[config.mk]
export PLATFORM = sky130hd
export DESIGN_NAME = data_unit_param
export DESIGN_NICKNAME = d
export VERILOG_FILES = /design/src/rtl/proc_pkg.sv /design/src/rtl/imm_gen.sv /design/src/rtl/data_unit_param.sv
export SDC_FILE = /design/constraint.sdc
export NUM_CORES = 1
export LEC_CHECK = 0
export CAP_MARGIN = 40
export CORE_ASPECT_RATIO = 2
export CORE_MARGIN = 4
export CORE_UTILIZATION = 59
export CTS_CLUSTER_SIZE = 30
export DETAILED_ROUTE_END_ITERATION = 8
export PLACE_DENSITY = 0.93
export SLEW_MARGIN = 20
export SYNTH_ARGS = -nofsm -noshare
export SYNTH_HDL_FRONTEND = slang
export SYNTH_SLANG_ARGS = --single-unit
[constraint.sdc]
create_clock -name CLK -period 3.55 [get_ports CLK]
set_input_delay 0.355 -clock CLK [delete_from_list [all_inputs] [get_ports CLK]]
set_output_delay 0.355 -clock CLK [all_outputs]
set_load 0.02 [all_outputs]
[src/rtl/proc_pkg.sv]
// proc_pkg: shared opcode constants, immediate field positions and format decode
package proc_pkg;

    localparam logic [2:0] OP_JAL = 3'b100;

    localparam int OPC_HI = 2;
    localparam int OPC_LO = 0;
    localparam int JAL_HI = 12;
    localparam int JAL_LO = 3;
    localparam int JAL_W  = JAL_HI - JAL_LO + 1;
    localparam int IMM_HI = 12;
    localparam int IMM_LO = 7;
    localparam int IMM_W  = IMM_HI - IMM_LO + 1;

    typedef enum logic [1:0] {
        IMM_SHORT,
        IMM_BRANCH,
        IMM_JAL
    } imm_fmt_e;

    function automatic imm_fmt_e imm_fmt(input logic [2:0] opcode, input logic branch);
        return opcode == OP_JAL ? IMM_JAL : branch ? IMM_BRANCH : IMM_SHORT;
    endfunction

endpackage

[src/rtl/imm_gen.sv]
// imm_gen: decodes the raw instruction word into a sign-extended immediate
module imm_gen
    import proc_pkg::*;
#(
    parameter int WIDTH = 16
) (
    input  logic [15:0]      instr,
    input  logic             branch,
    output logic [WIDTH-1:0] imm
);

    logic [JAL_W-1:0] jal_field;
    logic [IMM_W-1:0] short_field;
    imm_fmt_e         fmt;
    logic             unused_hi;

    assign jal_field   = instr[JAL_HI:JAL_LO];
    assign short_field = instr[IMM_HI:IMM_LO];
    assign fmt         = imm_fmt(instr[OPC_HI:OPC_LO], branch);
    assign unused_hi   = ^instr[15:JAL_HI+1];

    // select the extension that matches the decoded immediate format
    always_comb begin
        imm = fmt == IMM_JAL    ? {{(WIDTH-JAL_W){jal_field[JAL_W-1]}}, jal_field} :
              fmt == IMM_BRANCH ? {{(WIDTH-IMM_W-1){short_field[IMM_W-1]}}, short_field, 1'b0} :
                                  {{(WIDTH-IMM_W){short_field[IMM_W-1]}}, short_field};
    end

endmodule

[src/rtl/data_unit_param.sv]
// data_unit_param: register file with registered A/B read ports, write-back mux and immediate register
module data_unit_param
    import proc_pkg::*;
#(
    parameter int WIDTH    = 16,
    parameter int NUM_REGS = 8,
    parameter int ADDR_W   = $clog2(NUM_REGS),
    parameter int ZERO_REG = 0
) (
    input  logic              CLK,
    input  logic              RST,
    input  logic [ADDR_W-1:0] input_reg_readA_address,
    input  logic [ADDR_W-1:0] input_reg_readB_address,
    input  logic              input_load_AB,
    input  logic              input_reg_write,
    input  logic [ADDR_W-1:0] input_reg_write_address,
    input  logic              memToReg,
    input  logic [WIDTH-1:0]  input_ALUOut,
    input  logic [WIDTH-1:0]  input_MDR,
    input  logic [15:0]       input_imm,
    input  logic              input_branch,
    output logic [WIDTH-1:0]  output_imm,
    output logic [WIDTH-1:0]  output_reg_A,
    output logic [WIDTH-1:0]  output_reg_B,
    output logic [WIDTH-1:0]  output_wb_data
);

    logic [WIDTH-1:0] regs [NUM_REGS];
    logic [WIDTH-1:0] imm_next;
    logic [WIDTH-1:0] rd_a;
    logic [WIDTH-1:0] rd_b;
    logic             wr_en;

    imm_gen #(.WIDTH(WIDTH)) u_imm_gen (
        .instr  (input_imm),
        .branch (input_branch),
        .imm    (imm_next)
    );

    assign output_wb_data = memToReg ? input_MDR : input_ALUOut;

    // write qualification and read data with same-cycle bypass; a hardwired
    // zero register is neither written nor bypassed, so it always reads 0
    always_comb begin
        wr_en = input_reg_write && !(ZERO_REG != 0 && input_reg_write_address == '0);
        rd_a  = (ZERO_REG != 0 && input_reg_readA_address == '0) ? '0 :
                (wr_en && input_reg_readA_address == input_reg_write_address) ? output_wb_data :
                regs[input_reg_readA_address];
        rd_b  = (ZERO_REG != 0 && input_reg_readB_address == '0) ? '0 :
                (wr_en && input_reg_readB_address == input_reg_write_address) ? output_wb_data :
                regs[input_reg_readB_address];
    end

    // register array, A/B capture and immediate pipeline; reset wins over any write or load
    always_ff @(posedge CLK) begin
        if (RST) begin
            for (int i = 0; i < NUM_REGS; i++) regs[i] <= '0;
            output_reg_A <= '0;
            output_reg_B <= '0;
            output_imm   <= '0;
        end else begin
            if (wr_en) regs[input_reg_write_address] <= output_wb_data;
            if (input_load_AB) begin
                output_reg_A <= rd_a;
                output_reg_B <= rd_b;
            end
            output_imm <= imm_next;
        end
    end

endmodule
======== Word-level counts from Yosys, hierarchy flattened ========
Memories as Yosys holds them, arrays and structs flattened. A register that Yosys moved wholly into a read port is not among the register bits.
Index checks and enable logic that the tools add are counted.
cells by class
  reductions and logical operators ........ 1
  eq/ne operators ......................... 3
  mux-type cells .......................... 13
operator list
  kind                                                                   number
  16-bit 2-to-1 mux                                                      2
  16-bit OR reduction                                                    1
  9-bit 2-to-1 mux                                                       1
  1-bit 2-to-1 mux                                                       7
  6-bit 2-to-1 mux                                                       1
  3-bit equality test, second input constant                             1
  3-bit 2-to-1 mux                                                       1
  2-bit by 1-bit equality test with 1-bit output, second input constant  1
  2-bit equality test, second input constant                             1
  2-bit 2-to-1 mux                                                       1
word-level totals
  output and inout bits ................... 64
  memory bits (writable) .................. 128
  memories kept ........................... 1
  input bits .............................. 63
  register bits after elaboration ......... 10
  logic and storage cells ................. 19
memories
  name  words  bits a word  read ports  clocked after memory_dff  wr ports  RTL line               text
  regs  8      16           2           2                         8         data_unit_param.sv:28  logic [WIDTH-1:0] regs [NUM_REGS];

======== Longest topological paths before layout ========
Gate-level depths: netlist (run 1).
  word-level depth ........................ 5
  mapped depth ............................ 5

======== Modules after synthesis ========
A second synthesis (run 1) with hierarchy kept.
unflattened totals
  cells, all modules ...................... 632
  area total of the unflattened synthesis .. 8,705.8 um^2
modules (own cells, without submodules)
  module           cells each  instances  area each (um^2)
  data_unit_param  608         1          8,471.9
  imm_gen          24          1          234.0

======== Worst setup path after synthesis (run 1) ========
OpenSTA, ideal clock, no wires.
  path kind ............................... input to register
  from .................................... input RST
  to ...................................... memory regs[3][0], enable pin
  library setup time ...................... 0.375 ns
  stages on the path ...................... 3
  arrival ................................. 1.320 ns
  path buffers ............................ 2
  slack ................................... 1.855 ns
  cells stage by stage .................... clkbuf_1 clkbuf_1 nand2b_1
RTL lines
  item                RTL line               text
  start: declaration  data_unit_param.sv:11  input logic RST,
  end: declaration    data_unit_param.sv:28

======== Worst setup path in the final report (run 1) ========
  from .................................... input memToReg
  to ...................................... output output_wb_data[0]
between the ends
  longest elaborated chain between the ends .. 1
RTL lines
  item                RTL line               text
  start: declaration  data_unit_param.sv:17  input logic memToReg,
  16-bit 2-to-1 mux   data_unit_param.sv:40  assign output_wb_data = memToReg ? input_MDR : input_ALUOut;
  end: declaration    data_unit_param.sv:25  output logic [WIDTH-1:0] output_wb_data
Every way passes these cells.

==> results of run 1 <==
logic make-up (layout without fill, tap and decap cells):
family                 Yosys count  in the layout  share of synthesized area, %
XOR/XNOR                         6              6                         0.622
AND/OR/NAND/NOR                202            202                          9.97
flip-flops                     170            170                          55.5
buffers and inverters           82            222                          5.63
AO/OA/AOI/OAI                   43             43                          4.98
multiplexers                   117            117                          23.3
stage by stage:
| step | std cells | setup slack [ns] | hold slack (ns) | power [mW] |
|---|---|---|---|---|
| final | 949 | 0.887 | 0.472 | 5.14 |
| after global routing | 949 | 0.784 | 0.490 | 5.27 |
| after CTS | 948 | 0.901 | 0.469 | 5.12 |
| after detailed placement | 916 | 0.690 | 0.449 | 3.20 |
| after global placement | 916 | 0.851 | 0.447 | 3.15 |
| after floorplan | 620 | 1.86 | 0.483 | 2.85 |
cell usage after synthesis (2+ instances only):
library cell	n	share of area, %
buf_6	4	0.53
mux2i_1	53	6.3
a211oi_1	5	0.44
xnor2_1	6	0.62
a21oi_1	4	0.24
clkbuf_2	2	0.12
nand2_1	42	1.9
buf_8	3	0.53
and3b_1	2	0.21
dfxtp_1	42	10
inv_1	6	0.27
nor2b_1	3	0.22
o221ai_2	10	1.8
clkbuf_1	17	0.76
nand2b_1	9	0.67
edfxtp_1	128	46
inv_2	10	0.44
buf_2	28	1.7
buf_4	9	0.80
mux4_2	64	17
nor2_1	135	6.0
nand4_1	3	0.22
a41o_1	2	0.24
o221ai_1	22	2.3
buf_12	2	0.47
routing by layer:
metal / global-route usage, % / up-vias / part of all wire (%)
met5: 0 / - / 0
met1: 35.2 / 3078 / 30
met2: 56.5 / 609 / 53
met4: 18.7 / 0 / 6.4
li1: - / 2559 / -
met3: 8.13 / 148 / 11
power by group:
group	total (mW)	internal, mW	switching (mW)
clock	1.95	1.12	0.828
combinational	0.827	0.398	0.429
sequential	2.36	2.28	0.0878
layout make-up:
cell class                      count  share of cell area, %
Sequential cell                   170                   44.7
Timing Repair Buffer              174                   15.3
Clock inverter                     15                   1.79
Multi-Input combinational cell    368                   31.4
Clock buffer                       17                   4.05
Tap cell                          189                   2.25
Inverter                           16                  0.572
worst reg2reg max path, cell delays in order, from the launching register on:
cell      delay (ns)
edfxtp_1        0.44
mux4_2          0.51
mux2i_1         0.30
o221ai_1        0.15
registers in the layout, summed over array words and instances, names as in the netlist:
| name | flops |
|---|---|
| regs | 128 |
| output_reg_A | 16 |
| output_reg_B | 16 |
| output_imm | 10 |
path summary, 6_finish.rpt:
path,from,to,slack [ns],depth (start not counted)
min reg2reg,output_reg_B[10],output_reg_B[10],0.47,2
min,output_reg_B[10],output_reg_B[10],0.47,2
max,memToReg,output_wb_data[0],0.89,6
max reg2reg,regs[7][0],output_reg_A[0],1.99,3
==> reports/summary.md, run 1 <==
Dividing the detail-routed wire length by the instance count gives 27.0 um. The synthesized area was 8450 um^2; the maximum VDD drop was 0.471 mV. The first global-routing pass estimated 38300 um of wire. For this configuration, the core starts out at a cell density of 60.5%. For this run, the detailed router's first-pass iteration total came to 5. The quantity of hold-fixing buffers added after cts is 0. The clock slew seen by the registers of the worst setup and hold paths was 0.07 ns; the die boundary width was 92.6 um. TritonCTS built the clock tree. The min-delay analysis places its worst path in the category register to register. For the count of nets left with antenna violations after detail routing, the log shows 0. After detailed routing, the total wire length is 25600 um. The run gives 32.4% as the all-layer global routing usage. After detailed placement, the total cell area comes to 9870 um^2. The main flop type after synthesis is edfxtp_1. After floorplanning, the core was divided into 61 placement rows. The height of the chip was 177 um.

The tools report the number of antenna violations at the first check in global routing as 0. The netlist uses 34 different library cells. Max-cap violations in this run came to 0. The die covers 16400 um^2.

The first routing iteration left 1123 violations. At the later pin of the worst-skew pair, clock insertion delay measures 0.44 ns. The final route contains 6394 vias. On the final layout, the worst clock skew is 0.0141 ns. In the routed layout, each cell is associated on average with a via count of 6.74.

The upper clock frequency limit came out at 0.376 GHz. The largest single stage delay on the critical path is 0.53 ns. Input and output buffers added on the ports amount to 123.

The async set or reset register ratio after synthesis works out to 0%. In this run the tightest slew margin relative to its limit is 41.9%. For this run, the share of the core covered by cells in the final layout is 75.1%. The clock passes through at most 2 buffers. Of all nets on the critical path, the largest fanout is 16. Together, buffers and inverters on the worst path number 5.

Walking the worst path, the cells encountered are clkdlybuf4s50_1 > buf_4 > mux2i_1 > buf_4 > inv_1 > clkdlybuf4s50_1. Sequential cells were found to cover 55.5% of the synthesized design area. The wire-length estimate of the detail-placed layout is 16400 um. Compared with the post-synthesis result, the final layout area differs by 24.2%. The run finished with clean final reports. The number of hold violations in the final report was 0. The most common cell after layout, fill and taps aside was nor2_1.

The total of fill cells in the finished design was 819. Dividing total power by cell area gives a power density of 490 nW/um^2. Counting every instance in the synthesized netlist gives 620.

In the layout the commonest cells are nor2_1, edfxtp_1, clkdlybuf4s50_1. Of the cells placed in the final design, the portion with a size suffix greater than 1 is 22.8%. Worst setup path category: input pin to primary output.

The largest individual stage delay along the critical path comes from the cell clkdlybuf4s50_1. The total negative setup slack was 0 ns. The worst setup path is launched from an input pin.

The slew at the pin closest to its max-slew limit works out to 0.871 ns. The number of antenna cells inserted was 0. The via count of the first global-routing pass was 6696; the post-cts sizing count was 0. The dominant delay contributor by cell family on the critical path was buffers and inverters. The tree is rooted in a clkbuf_16. Setup violations remaining at the end of the flow were counted as 0.

Setup repair after global routing left no endpoint under its margin. The number of nets in the synthesized netlist is 683, and the post-CTS repair timing setup buffer count is 0. Entering global routing, the biggest net connects 33 pins. Pin placement for this block handled 127 I/O pins.

Of the available clock period, the critical path in the final layout requires 75.0%. The tools report the number of nets at the end of the flow as 810. For the cell area after layout, the log shows 10500 um^2. The post-synthesis area per instance is 13.6 um^2, and the number of clock buffers inserted by TritonCTS is 17. STA puts the critical path data required time at 3.19 ns. Routability-driven placement finished with a final weighted congestion of 0.894. The total overflow left after global routing is 0.

For the number of warnings reported in the yosys synthesis log, the log shows 0. The tools report the element type at the critical path end as a primary output. For this run, design rule violations remaining after detail routing come to 0. In this run the standard cell core region covers 14000 um^2. Counting flops with a built-in enable in the synthesized netlist gives 128. The run gives 4 as the maximum level of the CTS H-tree. Data arrives at the worst endpoint at 2.31 ns.

The multi-input combinational cells in the finished layout cover a total of 3290 um^2. In the final layout, flip-flops and latches occupy 4680 um^2. The flop and latch count out of synthesis is 170, and the CTS sink count is 170. The total count of max-transition violations in the final report is 0, and the post-layout minimum cycle time is 2.66 ns. The leakage component of the power was 3.88 nW.
(Power assumes the default switching activity.)
==> run 2, diff against run 1 <==
Settings changed: CORE_UTILIZATION 59 to 55, PLACE_DENSITY 0.93 to 0.88.
Clock period 3.55 ns to 2.52 ns, I/O delays scaled along.
==> run 2 against run 1 <==
Sequential share of layout area down 0.36 points. Clock skew fell by 0.0069 ns. Critical path depth unchanged. First-iteration DRC count down 30%. Global-route usage down 2.6 points. Clock-buffer cell count is 5 higher. Core utilization down 4.5 points. Routed wire length fell by 4.1%. Die area increased by 6.8%. Critical endpoint is now output_wb_data[9]. Largest power group unchanged.
==> reports/summary.md, run 2 (synthesis results as in run 1) <==
The flow ran to the end, and the final reports show no timing, DRC or antenna violations. The register with the most flip-flops in the layout has 128 of them. Hold path startpoint: input_imm[3].

The floorplan step defined a core boundary enclosing 15000 um^2. The count of max-cap constraint violations is 0. Worst setup margin: 0.271 ns.

The total negative setup slack came out at 0 ns. Subtracting the final worst setup slack from the clock period gives 2.25 ns. Leaving out fill and tap cells, the most frequent cell in the layout is nor2_1. Total count of max-transition violations in the final report: 0. Measured along the x axis, the die boundary spans 95.6 um.

For this configuration, the core starts out at a cell density of 56.4%. The via count of the first global-routing pass was 6738; the cell area after placement was 10000 um^2. Traced cell by cell, the critical path runs through clkdlybuf4s50_1 > buf_12 > mux2i_1 > buf_4 > inv_1 > clkdlybuf4s50_1.

The utilization of the core after routing came out at 70.6%. The upper clock frequency limit is 0.445 GHz, and the slew at the pin closest to its max-slew limit is 0.491 ns. The total wire length after detailed routing was 24600 um.

The tools report the worst flop-to-flop path startpoint as regs[7][5]. The all-layer global routing usage came out at 29.7%. Setup repair after global routing left no endpoint under its margin. Data on the critical path arrives at its endpoint at 2.00 ns.

The via-per-instance ratio works out to 6.51. The largest fanout on the critical path works out to 16. The ratio of final minimum period to clock period is 89.3%, and the headroom to the max-slew limit is 67.3%. The analysis attributes to cell leakage a power of 3.93 nW.

The finished layout holds 961 standard cells, fillers aside. Wire length per cell: 25.6 um. regs holds more flip-flops than any other register.

The total power divided by cell area is 656 nW/um^2, and the biggest cell delay along the critical path is 0.55 ns. Critical path required time: 2.27 ns. The combined buffer and inverter count along the critical path is 5, and the violation count after the first detailed-route iteration is 786. Once detailed placement completed, the half-perimeter wirelength came to 17100 um. During I/O placement, the number of pins put on the boundary was 127. Compared with the post-synthesis result, the final layout area differs by 25.2%. Timing analysis after detailed placement gives a worst setup slack of 0.277 ns. The final layout contains 816 nets. In this run the number of H-tree levels came out at 4. Across the VDD grid, the largest voltage drop is 0.395 mV. TritonCTS built the clock tree.

Power comes to 6.94 mW. The die covers 17500 um^2. The critical path starts at memToReg. Clock latency on the worst-skew pair: 0.43 ns. Clock tree synthesis found a total of 170 sinks. On the critical path the largest part of the delay comes from buffers and inverters.

The worst setup path category was input pin to primary output. The path class of the tightest hold or removal check is input pin to register. Setup violations remaining at the end of the flow were counted as 0. In this run the remaining antenna-violating nets after routing total 0. The aggregate global routing overflow is 0. The worst setup path is captured at a primary output.

The slowest stage of the critical path belongs to the cell clkdlybuf4s50_1. Number of antenna violations at the first check in global routing: 0. The final route contains 6255 vias. The root buffer cell is clkbuf_16.

The kind of launch point of the worst setup path is an input pin. Routability-driven placement finished with a final weighted congestion of 0.922. By instance count, the cell type seen most on the critical path is clkdlybuf4s50_1. The logs give 2 for the maximum clock path buffer count and 10600 um^2 for the cell area after layout. The post-route netlist has 23.2% of its cells at a drive strength greater than 1. Height of the chip: 183 um. Counting the buffers created by CTS gives 17. The number of gates resized after CTS was 0.

The post-CTS repair timing setup buffer count was 0; the number of buffers inserted by port buffering was 123. The number of antenna cells inserted is 0, and the number of hold violations in the final report is 0. In the layout the commonest cells are nor2_1, edfxtp_1, clkdlybuf4s50_1. In the final layout, the registers with the most flip-flops are regs (128), output_reg_A (16), output_reg_B (16). Clock slew seen by the registers of the worst setup and hold paths: 0.06 ns. Entering global routing, the biggest net connects 34 pins. Row generation in the floorplan step produced 63 rows. On the final layout, the worst hold slack is 0.374 ns.

DRC violation count after routing: 0. The number of iterations in the first detailed-routing pass is 6. The first global-routing pass estimated 37300 um of wire. The tools report the total of fill cells in the finished design as 953. In this run, post-CTS hold repair placed 0 buffers.

For the number of placed instances, taps included, the log shows 929. The clock arrives with 0.00722 ns of skew.
==> run 2: changes by cell type in the layout (fill, tap and decap cells not counted), moves of 2 or more <==
cell | before | now
clkbuf_8 | 0 | 2
clkbuf_1 | 0 | 2
clkinv_2 | 0 | 4
inv_4 | 0 | 2
clkinv_4 | 4 | 2
buf_12 | 0 | 8
bufinv_16 | 3 | 0
inv_6 | 5 | 0
==> run 2: area by class of cell <==
cell class	instances	area (um^2)	area share (%)
Sequential cell	170	4680	44.3
Multi-Input combinational cell	368	3290	31.1
Timing Repair Buffer	180	1750	16.5
Clock buffer	22	485	4.59
Tap cell	195	244	2.31
Clock inverter	10	65.1	0.615
Inverter	16	60.1	0.568
==> run 2: path summary, 6_finish.rpt <==
kind                                           to  slack (ns)  depth (start not counted)
worst max-delay path            output_wb_data[9]        0.27                          6
worst min-delay path                output_imm[0]        0.37                          3
worst max register to register    output_reg_B[5]        1.12                          3
worst min register to register   output_reg_A[12]        0.47                          2
==> run 2: power by group <==
group / total [mW] / internal [mW] / switching [mW]
combinational: 1.18 / 0.580 / 0.595
clock: 2.44 / 1.37 / 1.07
sequential: 3.32 / 3.21 / 0.114
==> run 2: worst reg2reg max path, delay by kind of cell, from the launching register on <==
kind / cells / cell delay, ns
mux: 2 / 0.71
flops: 1 / 0.40
compound gates: 1 / 0.15
==> run 2: metal layers <==
layer  GRT usage (%)  vias up  part of all wire, %
li1                -     2581                    -
met3            7.92      126                  9.9
met4            19.7        0                  6.9
met2            51.2      489                   54
met5               0        -                    0
met1            30.8     3059                   30
